$ cat config.mk
export PLATFORM = sky130hd
export DESIGN_NAME = uart_rx_flat
export DESIGN_NICKNAME = d
export VERILOG_FILES = /design/src/rtl/uart_rx_if.sv /design/src/rtl/uart_rx.sv /design/src/flat_wrapper.sv
export SDC_FILE = /design/constraint.sdc
export NUM_CORES = 1
export LEC_CHECK = 0
export ABC_CLOCK_PERIOD_IN_PS = 2100
export BUFFER_PORTS_ARGS = -buffer_cell sky130_fd_sc_hd__buf_2
export CAP_MARGIN = 20
export CELL_PAD_IN_SITES_DETAIL_PLACEMENT = 1
export CELL_PAD_IN_SITES_GLOBAL_PLACEMENT = 1
export CORE_MARGIN = 3
export CORE_UTILIZATION = 43
export CTS_BUF_LIST = sky130_fd_sc_hd__clkbuf_4
export CTS_CLUSTER_DIAMETER = 60
export DETAILED_ROUTE_END_ITERATION = 16
export GPL_TIMING_DRIVEN = 0
export PLACE_DENSITY_LB_ADDON = 0.2
export SYNTH_ARGS = -nofsm -noshare
export SYNTH_HDL_FRONTEND = slang
export SYNTH_SLANG_ARGS = --single-unit
$ cat constraint.sdc
create_clock -name clk -period 2.1 [get_ports clk]
set_input_delay 0.21 -clock clk [delete_from_list [all_inputs] [get_ports clk]]
set_output_delay 0.21 -clock clk [all_outputs]
set_load 0.02 [all_outputs]
$ cat src/rtl/uart_rx_if.sv
// Serial-line and byte-delivery signals of the 8N1 receiver.
// slave is the receiver side; master is the pin driver / byte consumer.
interface uart_rx_if;
  logic       rx;
  logic [7:0] data;
  logic       valid;
  logic       frame_err;
  logic       busy;

  modport master (output rx, input data, valid, frame_err, busy);
  modport slave  (input rx, output data, valid, frame_err, busy);
endinterface

$ cat src/rtl/uart_rx.sv
// 8N1 UART receiver, 16x oversampling, single-cycle valid / framing-error strobes.
// Define UART_RX_MAJORITY_EN for 2-of-3 majority sampling at phases 7/8/9.
module uart_rx #(
  parameter int FREQUENCY_IN = 100_000_000,
  parameter int BAUD_RATE    = 9600
) (
  input  logic     clk,
  input  logic     rst,
  uart_rx_if.slave line
);

  localparam int DIV   = FREQUENCY_IN / (BAUD_RATE * 16);
  localparam int DIV_W = (DIV > 1) ? $clog2(DIV) : 1;
  localparam logic [DIV_W-1:0] DIV_LAST = DIV_W'(DIV - 1);

  // A decision is taken on the tick that advances phase into 8 (or 9 with majority).
`ifdef UART_RX_MAJORITY_EN
  localparam logic [3:0] DECIDE_PHASE = 4'd8;
`else
  localparam logic [3:0] DECIDE_PHASE = 4'd7;
`endif

  typedef enum logic [1:0] {IDLE, START, DATA, STOP} state_t;

  state_t           state;
  logic             rx_meta;
  logic             rx_s;
  logic [DIV_W-1:0] div_cnt;
  logic [3:0]       phase;
  logic [2:0]       bit_idx;
  logic [7:0]       shift;
  logic             tick;
  logic             decide;
  logic             sample;

  always_ff @(posedge clk) begin
    if (rst) begin
      rx_meta <= 1'b1;
      rx_s    <= 1'b1;
    end else begin
      rx_meta <= line.rx;
      rx_s    <= rx_meta;
    end
  end

  assign tick   = (state != IDLE) && (div_cnt == DIV_LAST);
  assign decide = tick && (phase == DECIDE_PHASE);

`ifdef UART_RX_MAJORITY_EN
  logic s7;
  logic s8;

  always_ff @(posedge clk) begin
    if (rst) begin
      s7 <= 1'b1;
      s8 <= 1'b1;
    end else if (tick) begin
      if (phase == 4'd6) s7 <= rx_s;
      if (phase == 4'd7) s8 <= rx_s;
    end
  end

  assign sample = (s7 & s8) | (s7 & rx_s) | (s8 & rx_s);
`else
  assign sample = rx_s;
`endif

  always_ff @(posedge clk) begin
    if (rst) begin
      state          <= IDLE;
      div_cnt        <= '0;
      phase          <= '0;
      bit_idx        <= '0;
      shift          <= '0;
      line.data      <= '0;
      line.valid     <= 1'b0;
      line.frame_err <= 1'b0;
      line.busy      <= 1'b0;
    end else begin
      // NOTE: strobes default low every cycle so any set below lasts exactly one clock.
      line.valid     <= 1'b0;
      line.frame_err <= 1'b0;

      if (state == IDLE || tick) div_cnt <= '0;
      else                       div_cnt <= div_cnt + DIV_W'(1);

      if (tick) phase <= phase + 4'd1;

      case (state)
        IDLE: begin
          if (!rx_s) begin
            state     <= START;
            phase     <= '0;
            bit_idx   <= '0;
            line.busy <= 1'b1;
          end
        end
        START: begin
          if (decide) begin
            if (!sample) begin
              state <= DATA;
            end else begin
              state     <= IDLE;
              line.busy <= 1'b0;
            end
          end
        end
        DATA: begin
          if (decide) begin
            shift <= {sample, shift[7:1]};
            if (bit_idx == 3'd7) state <= STOP;
            else                 bit_idx <= bit_idx + 3'd1;
          end
        end
        STOP: begin
          // Leaving at mid-stop keeps a back-to-back start edge catchable.
          if (decide) begin
            state     <= IDLE;
            line.busy <= 1'b0;
            if (sample) begin
              line.data  <= shift;
              line.valid <= 1'b1;
            end else begin
              line.frame_err <= 1'b1;
            end
          end
        end
        default: state <= IDLE;
      endcase
    end
  end

endmodule
$ cat src/flat_wrapper.sv
// flat-port wrapper written by rule: the top's interface ports become plain ports
module uart_rx_flat 
#(
  parameter int FREQUENCY_IN = 100_000_000,
  parameter int BAUD_RATE    = 9600
)
  (clk, rst, line_rx, line_data, line_valid, line_frame_err, line_busy);
  uart_rx_if line_i ();
  input  logic clk;
  input  logic rst;
  input wire logic [$bits(line_i.rx)-1:0] line_rx;
  output wire logic [$bits(line_i.data)-1:0] line_data;
  output wire logic [$bits(line_i.valid)-1:0] line_valid;
  output wire logic [$bits(line_i.frame_err)-1:0] line_frame_err;
  output wire logic [$bits(line_i.busy)-1:0] line_busy;
  assign line_i.rx = line_rx;
  assign line_data = line_i.data;
  assign line_valid = line_i.valid;
  assign line_frame_err = line_i.frame_err;
  assign line_busy = line_i.busy;
  uart_rx #(.FREQUENCY_IN(FREQUENCY_IN), .BAUD_RATE(BAUD_RATE)) u_core (.clk(clk), .rst(rst), .line(line_i));
endmodule
==> impl_metrics.toml <==
[sta]
setup_violations = 0
max_freq_mhz = 505
finalHoldViolations = 0
grt_setup_unrepaired = "false"
max_slew_margin_pct = 65.9
worst_slack_ns = 0.121
tightest_slew_ns = 0.511
skew_ns = 0.0184
maxSlewViolCount = 0
finalCritPeriodShare_pct = 94.2
finalCriticalPeriod_ns = 1.98

[logic_synthesis]
avgSynthCellArea_um2 = 9.95
ys_warn_count = 0
syn_area_mm2 = 0.00173
yosysTopAreaCellShare_pct = 46.2
ys_seq_area_share_pct = 46.2
synth_seq_cells = 40
synthFlopType = "dfxtp_1"
synth-edff-count = 0
async_reset_ff_share_pct = 0
synth_cell_type_count = 40
synth_top_cell_by_area = "dfxtp_1"
synth_fp_nets = 182
syn_inst = 174
netlist_top_cells_area = "dfxtp_1, mux2i_1, nand2b_1"

[setup_path]
worstPathRequired_ns = 2.37
critPathMaxFanout = 5
cp.arrival_ns = 2.25
start_kind = "flop"
crit_path_end_kind = "flop"
crit_type = "flop to flop"

[clocking]
clk_latency_ns = 0.35
path_clk_slew_ns = 0.12
hold_buffers = 0
cts_buffer_depth = 2
cts_made_buffers = 5
root_buffer = "clkbuf_4"
cts_max_level = 2
cts_num_sinks = 40
cts_tree = "built"

[place]
place_congestion = 0.787
hpwl_um = 2710
place_area_mm2 = 0.00186
io_buffers = 13
placed_cells = 235
place_ws_ns = -0.137

[power_and_ir_drop]
finalPower_mw = 1.19
irDropWorstVdd_mv = 0.298
leakagePower_nw = 0.818
p_per_area_mw_per_mm2 = 614

[finish]
drive_gt1_share_pct = 19.7
n_antenna_cell = 0
final_nets = 205
finalInstanceArea_mm2 = 0.00195
fin_cells = 246
syn_to_final_growth_pct = 12.4
n_fill_cell = 442

[status]
status = "complete, no violations"

[route]
routed-via-count = 1307
wirelength_um = 3620
wl_per_cell_um = 14.7
avgViaCountPerCell = 5.31
drcViolationCount = 0
ant_nets = 0
first_pass_iters = 4
drt_iter0_drc = 75

[worst_hold_path]
min_path_type = "input port to flop"

[grt]
grt_pass1_wl_um = 6390
grt_max_degree = 13
track_usage_pct = 16.5
grt_pass1_vias = 1366
antenna_found_initial = 0
overflow = 0

[floorplanning]
die-width_um = 69.5
initial_core_util_pct = 45.9
pin_count = 14
rows = 22
dieArea_mm2 = 0.00482
die_height_um = 69.5
core_area_mm2 = 0.00377

[run]
maxCapViolations = 0
==> power breakdown <==
group	switching, mW	leakage, nW	internal, mW
Sequential	0.00675	0.324	0.763
Clock	0.245	0.0293	0.141
Combinational	0.0220	0.464	0.0160
Total	0.274	0.818	0.920
==> worst max-delay path, stage by stage, from the launching register on <==
cell     delay, ns
dfxtp_2       0.36
or4b_4        0.58
or4_4         0.47
or3_1         0.36
a21oi_1       0.14
==> cell type report <==
cell class | instances | area (um^2) | area share (%)
Tap cell | 48 | 60.1 | 3.09
Sequential cell | 40 | 805 | 41.4
Clock buffer | 6 | 45.0 | 2.32
Clock inverter | 2 | 11.3 | 0.579
Buffer | 6 | 23.8 | 1.22
Inverter | 2 | 7.51 | 0.386
Timing Repair Buffer | 17 | 95.1 | 4.89
Multi-Input combinational cell | 125 | 898 | 46.2
==> state kept, by name (all words and copies together), names as in the netlist, named ones only <==
| signal | cells |
|---|---|
| u_core.div_cnt | 10 |
| u_core.line.data | 8 |
| u_core.shift | 8 |
| u_core.phase | 4 |
| u_core.bit_idx | 3 |
| u_core.line.busy | 1 |
| u_core.line.frame_err | 1 |
| u_core.line.valid | 1 |
| u_core.rx_meta | 1 |
| u_core.rx_s | 1 |
| u_core.state | 1 |
==> layout by cell type (no fill, tap or decap), drive strengths merged, types with 3 or more instances in the layout <==
master,n
buf,19
clkbuf,10
dfxtp,40
ha,5
mux2i,17
nand2,9
nand2b,21
nand3,5
nor2,17
nor3,6
nor4,3
o21ai,5
xnor2,7
==> routing by layer <==
| metal | track usage, % | up-vias | wire length [um] |
|---|---|---|---|
| met2 | 30.6 | 20 | 1920 |
| met3 | 4.49 | 7 | 126 |
| met5 | 0 | - | 0 |
| met1 | 17.6 | 626 | 1510 |
| li1 | - | 654 | - |
| met4 | 6.51 | 0 | 63 |
==> path summary, 6_finish.rpt <==
kind / from / endpoint / slack, ns / cells after the start
min reg2reg: u_core.rx_meta$_SDFF_PP1_ / u_core.rx_s$_SDFF_PP1_ / 0.42 / 1
min: line_rx / u_core.rx_meta$_SDFF_PP1_ / 0.03 / 2
max: u_core.div_cnt[5]$_SDFF_PP0_ / u_core.phase[3]$_SDFF_PP0_ / 0.12 / 4
max reg2reg: u_core.div_cnt[5]$_SDFF_PP0_ / u_core.phase[3]$_SDFF_PP0_ / 0.12 / 4
==> cells in the mapped netlist, types with 2 or more instances <==
cell type,n
a21o_1,2
a31o_2,2
clkbuf_1,5
dfxtp_1,40
ha_1,5
inv_1,2
mux2i_1,17
nand2_1,9
nand2b_1,21
nand3_1,4
nand3b_1,2
nor2_1,17
nor3_1,6
nor4_1,2
o21ai_0,5
o32ai_1,2
or2_2,2
or3_1,2
xnor2_1,7
xor2_1,2
==> per-stage QoR <==
stage	hold slack (ns)	TNS [ns]	util [%]
detailed placement	0.396	-1.92	49.2
global placement	0.391	-0.367	49.2
finish	0.0336	0	51.6
floorplan	0.314	0	-
global route	0.0114	0	51.6
CTS	0.0208	0	51.5
==> what timing repair did <==
action                     CTS  global route
gates cloned                 0             0
buffers inserted             4             0
pin swaps                    1             1
gates resized for setup      0             4
hold endpoints to repair     0             0
setup endpoints to repair   20             1
==> kinds of logic after synthesis <==
family	synth area share, %
simple gates	27.2
flops	46.2
xor+xnor	4.55
fa+ha+maj	3.61
mux	10.5
buf+inv	2.02
compound gates	5.85
No activity file was read; power rests on OpenSTA's default activity.
